===== config.mk =====
export PLATFORM = sky130hd
export DESIGN_NAME = robs_operand_sequencer
export DESIGN_NICKNAME = d
export VERILOG_FILES = /design/src/rtl/robs_seq_pkg.sv /design/src/rtl/robs_operand_fifo.sv /design/src/rtl/robs_operand_sequencer.sv
export SDC_FILE = /design/constraint.sdc
export NUM_CORES = 1
export LEC_CHECK = 0
export CORE_MARGIN = 3
export CORE_UTILIZATION = 47
export CTS_CLUSTER_DIAMETER = 40
export DETAILED_ROUTE_END_ITERATION = 8
export PLACE_DENSITY = 0.75
export SLEW_MARGIN = 30
export SYNTH_ARGS = -nofsm -noshare
export SYNTH_HDL_FRONTEND = slang
export SYNTH_SLANG_ARGS = --single-unit

===== constraint.sdc =====
create_clock -name clk -period 1.7 [get_ports clk]
set_input_delay 0.34 -clock clk [delete_from_list [all_inputs] [get_ports clk]]
set_output_delay 0.34 -clock clk [all_outputs]
set_load 0.005 [all_outputs]

===== src/rtl/robs_seq_pkg.sv =====
// Shared types for the Robertson multiplier operand sequencer.
// States, default timeout and counter-width helper used by robs_operand_sequencer.
package robs_seq_pkg;

    typedef enum logic [2:0] {
        IDLE   = 3'd0,
        LAUNCH = 3'd1,
        ARM    = 3'd2,
        RUN    = 3'd3,
        HOLD   = 3'd4
    } seq_state_e;

    localparam int TIMEOUT_DEFAULT = 64;

    function automatic int cnt_width(input int timeout);
        return (timeout > 2) ? $clog2(timeout) : 1;
    endfunction

    localparam int CNT_W_DEFAULT = cnt_width(TIMEOUT_DEFAULT);

endpackage


===== src/rtl/robs_operand_fifo.sv =====
// Synchronous FIFO holding {multiplier, multiplicand} pairs; head is visible
// combinationally on rdata_o, so a pushed entry appears the cycle after its push.
module robs_operand_fifo #(
    parameter int DW    = 16,
    parameter int DEPTH = 4
) (
    input  logic          clk,
    input  logic          reset,
    input  logic          push_i,
    input  logic [DW-1:0] wdata_i,
    input  logic          pop_i,
    output logic [DW-1:0] rdata_o,
    output logic          full_o,
    output logic          empty_o
);

    localparam int AW = $clog2(DEPTH);

    logic [AW:0]   wr_ptr_q, rd_ptr_q;
    logic [DW-1:0] mem_q [DEPTH];
    logic          do_push, do_pop;

    assign do_push = push_i & ~full_o;
    assign do_pop  = pop_i & ~empty_o;

    // Extra pointer MSB distinguishes full from empty when the indices match.
    assign empty_o = (wr_ptr_q == rd_ptr_q);
    assign full_o  = (wr_ptr_q[AW] != rd_ptr_q[AW]) &&
                     (wr_ptr_q[AW-1:0] == rd_ptr_q[AW-1:0]);
    assign rdata_o = mem_q[rd_ptr_q[AW-1:0]];

    always_ff @(posedge clk) begin
        if (reset) begin
            wr_ptr_q <= '0;
            rd_ptr_q <= '0;
        end else begin
            if (do_push) wr_ptr_q <= wr_ptr_q + 1'b1;
            if (do_pop)  rd_ptr_q <= rd_ptr_q + 1'b1;
        end
    end

    always_ff @(posedge clk) begin
        if (do_push) mem_q[wr_ptr_q[AW-1:0]] <= wdata_i;
    end

endmodule


===== src/rtl/robs_operand_sequencer.sv =====
// Feeds operand pairs to a Robertson signed multiplier core and collects its products.
// Optional RUN watchdog enabled by defining ROBS_SEQ_TIMEOUT_EN.
module robs_operand_sequencer
    import robs_seq_pkg::*;
#(
    parameter int WIDTH   = 8,
    parameter int DEPTH   = 4,
    parameter int TIMEOUT = TIMEOUT_DEFAULT
) (
    input  logic               clk,
    input  logic               reset,
    input  logic               in_valid,
    output logic               in_ready,
    input  logic [WIDTH-1:0]   in_multiplier,
    input  logic [WIDTH-1:0]   in_multiplicand,
    output logic               core_reset,
    output logic [WIDTH-1:0]   core_multiplier,
    output logic [WIDTH-1:0]   core_multiplicand,
    input  logic               core_done,
    input  logic [2*WIDTH-1:0] core_product,
    output logic               out_valid,
    input  logic               out_ready,
    output logic [2*WIDTH-1:0] out_product,
    output logic               busy,
    output logic               err_timeout
);

    if (DEPTH < 2 || (DEPTH & (DEPTH - 1)) != 0 || TIMEOUT < 2) begin : g_param_check
        $error("robs_operand_sequencer: DEPTH must be a power of two >= 2, TIMEOUT >= 2");
    end

    seq_state_e         state_q, state_d;
    logic [WIDTH-1:0]   mult_q, mult_d;
    logic [WIDTH-1:0]   mcand_q, mcand_d;
    logic               ovalid_q, ovalid_d;
    logic [2*WIDTH-1:0] oprod_q, oprod_d;

    logic               fifo_push, fifo_pop, fifo_full, fifo_empty;
    logic [2*WIDTH-1:0] fifo_rdata;

    assign in_ready  = ~fifo_full;
    assign fifo_push = in_valid & in_ready;

    robs_operand_fifo #(
        .DW    (2 * WIDTH),
        .DEPTH (DEPTH)
    ) u_fifo (
        .clk     (clk),
        .reset   (reset),
        .push_i  (fifo_push),
        .wdata_i ({in_multiplier, in_multiplicand}),
        .pop_i   (fifo_pop),
        .rdata_o (fifo_rdata),
        .full_o  (fifo_full),
        .empty_o (fifo_empty)
    );

`ifdef ROBS_SEQ_TIMEOUT_EN
    localparam int CNT_W = cnt_width(TIMEOUT);
    logic [CNT_W-1:0] cnt_q, cnt_d;
    logic             err_q, err_d;
`endif

    always_comb begin
        state_d  = state_q;
        mult_d   = mult_q;
        mcand_d  = mcand_q;
        ovalid_d = ovalid_q;
        oprod_d  = oprod_q;
        fifo_pop = 1'b0;
`ifdef ROBS_SEQ_TIMEOUT_EN
        cnt_d    = cnt_q;
        err_d    = err_q;
`endif
        case (state_q)
            IDLE: begin
                if (!fifo_empty) begin
                    fifo_pop          = 1'b1;
                    {mult_d, mcand_d} = fifo_rdata;
                    state_d           = LAUNCH;
                end
            end
            LAUNCH: state_d = ARM;
            // done may still be left over from the previous multiply here
            ARM: begin
                state_d = RUN;
`ifdef ROBS_SEQ_TIMEOUT_EN
                cnt_d   = '0;
`endif
            end
            RUN: begin
                if (core_done) begin
                    oprod_d  = core_product;
                    ovalid_d = 1'b1;
                    state_d  = HOLD;
                end
`ifdef ROBS_SEQ_TIMEOUT_EN
                else if (cnt_q == CNT_W'(TIMEOUT - 1)) begin
                    err_d    = 1'b1;
                    oprod_d  = '0;
                    ovalid_d = 1'b1;
                    state_d  = HOLD;
                end
                cnt_d = cnt_q + 1'b1;
`endif
            end
            HOLD: begin
                if (out_ready) begin
                    ovalid_d = 1'b0;
                    if (!fifo_empty) begin
                        fifo_pop          = 1'b1;
                        {mult_d, mcand_d} = fifo_rdata;
                        state_d           = LAUNCH;
                    end else begin
                        state_d = IDLE;
                    end
                end
            end
            default: state_d = IDLE;
        endcase
    end

    always_ff @(posedge clk) begin
        if (reset) begin
            state_q  <= IDLE;
            mult_q   <= '0;
            mcand_q  <= '0;
            ovalid_q <= 1'b0;
            oprod_q  <= '0;
        end else begin
            state_q  <= state_d;
            mult_q   <= mult_d;
            mcand_q  <= mcand_d;
            ovalid_q <= ovalid_d;
            oprod_q  <= oprod_d;
        end
    end

`ifdef ROBS_SEQ_TIMEOUT_EN
    always_ff @(posedge clk) begin
        if (reset) begin
            cnt_q <= '0;
            err_q <= 1'b0;
        end else begin
            cnt_q <= cnt_d;
            err_q <= err_d;
        end
    end
    assign err_timeout = err_q;
`else
    assign err_timeout = 1'b0;
`endif

    assign core_reset        = reset | (state_q == LAUNCH);
    assign core_multiplier   = mult_q;
    assign core_multiplicand = mcand_q;
    assign out_valid         = ovalid_q;
    assign out_product       = oprod_q;
    assign busy              = (state_q != IDLE);

endmodule


==> out/summary.txt, run 1 <==
DRC: 0
H-tree depth: 3
Ant. Diodes: 0
Post-Syn Area: 0.00432 mm^2
placer congestion estimate: 0.752
Max Clock Skew: 0.00856 ns
Pre-antenna DRT Iters: 7
fillers: 630
effective utilization at floorplan: 49.1%
Tot GR Track Use: 16.5%
first-pass GRT wire length: 13100 um
distinct cell type count after synthesis: 44
initial antenna violation count: 0
final-stage net count: 437
core box area: 0.00881 mm^2
CP max FO: 8
Seq/Total Area, Yosys: 64.9%
CTS buffer count: 9
Die Height: 102 um
commonest non-fill, non-tap cell in the layout: clkdlybuf4s50_1
post-DP HPWL: 5600 um
wire per inst: 16.2 um
post-layout util: 63.7%
setup violators final: 0
final hold vios: 0
Switching Share: 28.1%
Rows: 34
crit-path cells: or3_1 -> clkdlybuf4s15_1
grt ovf: 0
Final min period: 1.63 ns
P_sw: 2.03 mW
MaxCap Viol Count: 0
FFs w/ async S/R, synth: 0%
syn_nets: 346
clk_lat worst skew: 0.36 ns
Layout Cells excl Fill: 508
VDD IR max: 0.583 mV
mean post-synth cell area: 14.2 um^2
flop-to-flop setup slack: 0.08 ns
Crit. End Element: output pin
#FFs+latches synth: 108
Area Growth Syn to Fin: 29.8%
Worst path max stage delay: 0.38 ns
Warnings, synthesis: 0
Critical Path Source Type: register
vias after detailed routing: 2678
Leak Pwr: 2.00 nW
Seq pwr share: 46.5%
PortBufs: 72
Storage cell area: 0.00282 mm^2
Routed WL: 8250 um
Top FF cell, synth: edfxtp_1
Placed Area: 0.00535 mm^2
TNS Setup: 0 ns
commonest cells after routing, fill and taps aside: clkdlybuf4s50_1 (68), edfxtp_1 (64), nand2b_1 (37)
Tcrit/Tclk final: 95.6%
Place WS: -0.0490 ns
Clk pwr share: 22.1%
area of the multi-input gates: 0.00144 mm^2
final instance area: 0.00561 mm^2
TritonCTS clock tree: built
Die Area: 0.0104 mm^2
Post-Synthesis Cells: 304
crit path DAT: 1.29 ns
Hold WC Path Type: primary input to register
share of cells above drive strength 1: 19.8%
Reg clk slew, reported paths: 0.10 ns
maximum clock path buffer count: 2
Pwr per Cell Area: 1290 mW/mm^2
IO Count: 74
root buffer cell: clkbuf_8
critical path's slowest cell: dfxtp_4
Die X: 102 um
TritonCTS Sinks: 108
Int Pwr: 5.19 mW
Vias/cell: 5.27
Crit Path Category: register to output pin
RSZ-0062 raised after global routing: no
critical path data required time: 1.36 ns
number of synthesized flops with an enable pin: 64
# placed instances: 490
Max Transition Viols Final: 0
final worst setup slack: 0.0741 ns
hold-fix buffer count after cts: 0
DR iter-0 viols: 107
Comb pwr share: 31.5%
FMAX: 0.615 GHz
DRT antenna net count: 0
outcome: finished, final reports clean
vias in the first global route: 2656
largest net degree at the start of global routing: 41
-- cell families (layout without fill, tap and decap cells) --
logic type	Yosys count	in the layout	synth area share (%)
compound gates	28	28	4.05
flops	108	108	64.9
mux	37	37	13.4
buf+inv	21	117	2.78
xor+xnor	6	6	1.22
fa+ha+maj	5	5	1.45
other cells	1	1	0.0868
simple gates	98	98	12.2
-- cell type report --
cell class | count | share of cell area [%]
sequential | 108 | 50.3
multi-input combinational | 175 | 25.7
timing repair buffer | 97 | 17.6
tap | 108 | 2.41
clock buffer | 9 | 2.21
clock inverter | 7 | 1.45
inverter | 4 | 0.268
-- sequential cells by signal (all words and copies together), names as in the netlist, named ones only --
signal / count
out_valid: 1
u_fifo.rd_ptr_q: 3
u_fifo.mem_q: 64
u_fifo.wr_ptr_q: 3
out_product: 16
core_multiplier: 8
state_q: 3
core_multiplicand: 8
-- power groups by stage --
stage	registers, mW	clock network, mW	logic, mW
floorplan	3.38	0	1.28
global placement	3.37	0	2.25
detailed placement	3.39	0	2.28
CTS	3.35	1.64	2.29
global route	3.40	1.75	2.45
finish	3.35	1.59	2.27
-- through the flow --
stage          hold slack (ns)  power [mW]
3_5_place_dp             0.447        5.68
4_1_cts                  0.383        7.27
6_report                 0.402        7.22
5_1_grt                  0.435        7.59
3_3_place_gp             0.442        5.63
2_1_floorplan            0.439        4.65
-- worst paths after layout --
path	startpoint	endpoint	cells after the start
max	state_q[0]	busy	2
min	reset	state_q[0]	3
max reg2reg	u_fifo.rd_ptr_q[2]	u_fifo.mem_q[3][12]	5
min reg2reg	out_product[12]	out_product[12]	2
-- Yosys cell counts, drive strengths merged, types with 2 or more instances --
cell	n	share of area (%)
edfxtp	64	44
dfxtp	44	20
nand2b	37	5.4
nand2	33	2.9
a21oi	18	2.1
mux2i	18	4.2
mux4	16	8.3
buf	10	1.8
clkbuf	7	0.61
nor2	7	0.61
ha	5	1.4
and2	4	0.58
inv	4	0.35
mux2	3	0.87
xnor2	3	0.61
xor2	3	0.61
a211o	2	0.41
nand3	2	0.23
nor2b	2	0.29
nor4	2	0.29
o311ai	2	0.41
or2	2	0.29
-- routing by layer --
layer  routed length (um)  track usage [%]  vias to the layer above
met5                    0                0                        -
met4                  160             6.66                        0
met3                  420             3.41                       15
met2                 4140             28.4                       82
met1                 3530             20.5                     1303
li1                     -                -                     1278
-- timing repair --
item | 4_1_cts | 5_1_grt
gates resized for setup | 13 | 9
setup buffers | 2 | 0
pin swaps | 1 | 2
endpoints found under the setup margin | 3 | 3
-- critical path: cells and delay by family, from the launching register on --
family                 cells  cell delay [ns]
flip-flops                 1             0.38
buffers and inverters      1             0.21
AND/OR/NAND/NOR            1             0.34
Power figures use the tool's default switching activity.
==> run 2, diff against run 1 <==
--- a/config.mk
+++ b/config.mk
@@ -5,11 +5,13 @@
 export SDC_FILE = /design/constraint.sdc
 export NUM_CORES = 1
 export LEC_CHECK = 0
+export CELL_PAD_IN_SITES_DETAIL_PLACEMENT = 1
+export CELL_PAD_IN_SITES_GLOBAL_PLACEMENT = 2
 export CORE_MARGIN = 3
-export CORE_UTILIZATION = 47
+export CORE_UTILIZATION = 33
 export CTS_CLUSTER_DIAMETER = 40
 export DETAILED_ROUTE_END_ITERATION = 8
-export PLACE_DENSITY = 0.75
+export PLACE_DENSITY_LB_ADDON = 0.1
 export SLEW_MARGIN = 30
 export SYNTH_ARGS = -nofsm -noshare
 export SYNTH_HDL_FRONTEND = slang
==> out/summary.txt, run 2 (same netlist as run 1, synthesis figures left out) <==
critical path data required time: 1.36 ns
Crit. End Element: output pin
DR iter-0 viols: 92
maximum clock path buffer count: 2
Vias/cell: 4.65
Reg clk slew, reported paths: 0.07 ns
core box area: 0.0127 mm^2
Switching Share: 27.0%
fillers: 1323
Hold WC Path Type: register to register
commonest cells after routing, fill and taps aside: clkdlybuf4s50_1 (68), edfxtp_1 (64), nand2b_1 (37)
largest net degree at the start of global routing: 66
vias in the first global route: 2710
Comb pwr share: 29.3%
final hold vios: 0
Area Growth Syn to Fin: 33.8%
Pwr per Cell Area: 1330 mW/mm^2
H-tree depth: 3
Int Pwr: 5.63 mW
Clk pwr share: 27.0%
grt ovf: 0
Pre-antenna DRT Iters: 4
Die Area: 0.0145 mm^2
setup violators final: 0
initial antenna violation count: 0
CP max FO: 4
vias after detailed routing: 2656
Seq pwr share: 43.7%
wire per inst: 15.8 um
Layout Cells excl Fill: 571
Place WS: -0.0787 ns
Rows: 41
Final min period: 1.63 ns
Final Power: 7.71 mW
crit path DAT: 1.29 ns
RSZ-0062 raised after global routing: yes
placer congestion estimate: 0.688
Max Transition Viols Final: 0
TritonCTS clock tree: built
Tot GR Track Use: 13.1%
root buffer cell: clkbuf_16
DRT antenna net count: 0
VDD IR max: 0.644 mV
final-stage net count: 436
Die X: 120 um
Largest register FFs: 64
first-pass GRT wire length: 14500 um
Critical Path Source Type: register
outcome: finished, final reports clean
IO Count: 74
PortBufs: 72
MaxCap Viol Count: 0
DRC: 0
# placed instances: 552
Die Height: 120 um
flop-to-flop setup slack: 0.12 ns
Crit Path Category: register to output pin
Tcrit/Tclk final: 95.8%
post-DP HPWL: 5920 um
Leak Pwr: 2.03 nW
P_sw: 2.08 mW
Ant. Diodes: 0
final worst setup slack: 0.0708 ns
TritonCTS Sinks: 108
Routed WL: 9040 um
share of cells above drive strength 1: 19.5%
effective utilization at floorplan: 34.0%
Max Clock Skew: 0.00493 ns
clk_lat worst skew: 0.34 ns
FMAX: 0.614 GHz
commonest non-fill, non-tap cell in the layout: clkdlybuf4s50_1
CTS buffer count: 9
[run 2: final cells by class]
class,instances,area [um^2],area share [%]
Sequential cell,108,2820,48.7
Multi-Input combinational cell,175,1440,25.0
Timing Repair Buffer,96,990,17.1
Clock buffer,10,229,3.96
Tap cell,172,215,3.72
Clock inverter,6,71.3,1.23
Inverter,4,15.0,0.260
[run 2: routing by layer]
layer	share of wire, %	routed length (um)	up-vias	global-route usage, %
met4	1.4	127	0	5.95
met1	46	4120	1315	17.1
met3	5.2	467	8	3.32
met2	48	4320	60	20.6
met5	0	0	-	0
li1	-	-	1273	-
[run 2: worst paths after layout]
kind | cells after the start | endpoint | from
hold reg to reg | 2 | out_product[12] | out_product[12]
hold / removal | 2 | out_product[12] | out_product[12]
setup reg to reg | 5 | u_fifo.rd_ptr_q[0] | state_q[2]
setup / recovery | 3 | in_ready | u_fifo.wr_ptr_q[2]
[run 2: worst max-delay path, cell delays in order, from the launching register on]
cell and delay [ns]:
dfxtp_2 0.38, xor2_2 0.16, nand3_1 0.12, dlygate4sd2_1 0.28
[run 2: power groups by stage]
| stage | combinational [mW] | sequential [mW] | clock (mW) |
|---|---|---|---|
| floorplan | 1.28 | 3.38 | 0 |
| global placement | 2.28 | 3.40 | 0 |
| detailed placement | 2.30 | 3.41 | 0 |
| CTS | 2.32 | 3.38 | 2.19 |
| global route | 2.48 | 3.41 | 2.30 |
| finish | 2.26 | 3.37 | 2.08 |
[run 2: per-stage QoR]
| stage | hold slack (ns) | utilization [%] | setup TNS (ns) | cell area [um^2] |
|---|---|---|---|---|
| finish | 0.454 | 45.5 | 0 | 5780 |
| global route | 0.477 | 45.5 | -0.00679 | 5780 |
| CTS | 0.457 | 45.3 | 0 | 5770 |
| detailed placement | 0.446 | 42.7 | -2.97 | 5430 |
| global placement | 0.441 | 42.7 | -1.15 | 5430 |
| floorplan | 0.439 | - | 0 | 4330 |
[run 2: repair_timing]
action	CTS	global route
buffers inserted	1	2
resized for setup	15	5
endpoints found under the hold margin	0	0
pin swaps	1	0
setup endpoints to repair	3	3
hold buffers	0	0
==> variant: new RTL, settings of run 2 <==
The option `ROBS_SEQ_TIMEOUT_EN` is turned on by a define.
--- a/src/rtl/robs_operand_sequencer.sv
+++ b/src/rtl/robs_operand_sequencer.sv
@@ -2,2 +2,4 @@
 // Optional RUN watchdog enabled by defining ROBS_SEQ_TIMEOUT_EN.
+`define ROBS_SEQ_TIMEOUT_EN
+
 module robs_operand_sequencer
Formal check against the unedited RTL: same outputs for any inputs over 10 cycles, from zero or initial values and one cycle with reset high; that may be too few to reach the edited logic, so the function may still have changed.
==> variant against run 2 <==
Wire length grew 15%; die area grew 1.5%; cell area grew 8.1%; total power grew 19%; highest routed layer unchanged; largest power group is now clock; sequential cell count grew 7; worst setup slack lost 0.070 ns; clock skew grew 0.0026 ns; critical path type unchanged; critical endpoint unchanged; synthesized area grew 1.6%.
==> variant: results (changes against run 2) <==
Port Buffers = 73 (+1.4%)
vias in the first global route = 3147 (+16%)
Worst Hold Class = input port to flip-flop
DRT Pass-1 Iters = 5 (+1)
Post-Synthesis Cell Area = 4390 um^2 (+1.6%)
crit path DAT = 1.36 ns (+0.07 ns)
post-synthesis mux area share = 0.0843 (-0.0494)
filler cell count = 1324 (+0.076%)
Worst-Skew Late Latency = 0.41 ns (+0.07 ns)
Top Family by Delay on Critical Path = simple AND/OR/NAND/NOR gates
pre-CTS setup slack = -0.0657 ns (+0.0130 ns)
Inverters, non-clock = 6 (+2)
CTS H-tree depth = 4 (+1)
Nets = 490 (+12%)
placed cell count = 599 (+8.5%)
Syn Nets = 384 (+11%)
Layout Cell Area excl Fill = 6250 um^2 (+8.1%)
gr usage total = 0.153 (+0.0223)
number of non-clock buffers in the layout = 106 (+10%)
area of the multi-input gates = 1360 um^2 (-5.5%)
share of layout cells above drive strength 1 = 0.213 (+0.0176)
CP max FO = 3 (-1)
Leakage Power = 2.17 nW (+6.8%)
Seq/total area = 0.472 (-0.0151)
Yosys cell types = 35 (-20%)
Multi-input comb cells = 201 (+15%)
Cell Area, Placed = 5640 um^2 (+4.0%)
post-synthesis adder-cell area fraction = 0.0171 (+0.00262)
Seq/Total Area, Yosys = 0.670 (+0.0216)
routability cong. = 0.717 (+4.3%)
clock-cell share of area = 0.0927 (+0.0407)
share of the synthesized area in the top cell type = 0.438 (-0.00709)
synth cell count leaders = 64 x edfxtp_1, 55 x nand2_1, 51 x dfxtp_1, 44 x a21oi_1, 20 x o21ai_0
PwrDens = 1470 nW/um^2 (+10%)
Post-synth EDFFs = 64 (unchanged)
largest net degree at the start of global routing = 51 (-23%)
Avg WL per Cell = 16.4 um (+3.7%)
combinational power share = 0.251 (-0.042)
Worst Skew = 0.00758 ns (+0.00265 ns)
max reg flops = 64 (unchanged)
buffering overhead = 0.179 (+0.00760)
total number of vias = 3028 (+14%)
critical path's slowest cell = or3_1
global-route wire length before repair = 16800 um (+16%)
Compound-Gate Fraction of Synth Area = 0.0952 (+0.0546)
status = complete, no violations
CLK BUF = 20 (+10)
top cells by area, synth = edfxtp_1 44%, dfxtp_1 23%, mux4_2 8.2%
clk sink count = 115 (+6.5%)
final wirelength = 10400 um (+15%)
initial drt markers = 163 (+77%)
CP peak stage delay = 0.35 ns (-0.03 ns)
switching power = 2.46 mW (+18%)
worst vdd ir = 0.737 mV (+14%)
CTS Buf Count = 17 (+8)
dpl hpwl = 6960 um (+17%)
CTS root buffer = clkbuf_16
post-synthesis xor/xnor area fraction = 0.0140 (+0.00180)
Clk. pwr = 3.46 mW (+66%)
variant: cell count changes after synthesis, moves of 10 or more:
cell / change
nor2_1: +10
a21oi_1: +26
nand2_1: +22
o21ai_0: +19
mux2i_1: -17
nand2b_1: -34
variant: metal layers:
layer  wire [um]  vias to the layer above  global-route usage  part of all wire
met5           0                        -                   0                 0
met3         557                       10              0.0587             0.054
met2        5230                       77               0.253              0.50
met1        4470                     1493               0.183              0.43
li1            -                     1448                   -                 -
met4         122                        0              0.0525             0.012
variant: worst paths after layout:
kind	start	endpoint	slack (ns)	cells past startpoint
setup / recovery	u_fifo.rd_ptr_q[0]	in_ready	0.001	3
hold / removal	reset	cnt_q[5]	0.31	3
setup reg to reg	u_fifo.rd_ptr_q[2]	u_fifo.mem_q[3][13]	0.09	5
hold reg to reg	core_multiplier[2]	core_multiplier[2]	0.46	2
variant: what timing repair did:
action                     4_1_cts  5_1_grt
setup endpoints to repair        3       78
setup buffers                    1        0
pin swaps                        1        2
resized for setup               10       13
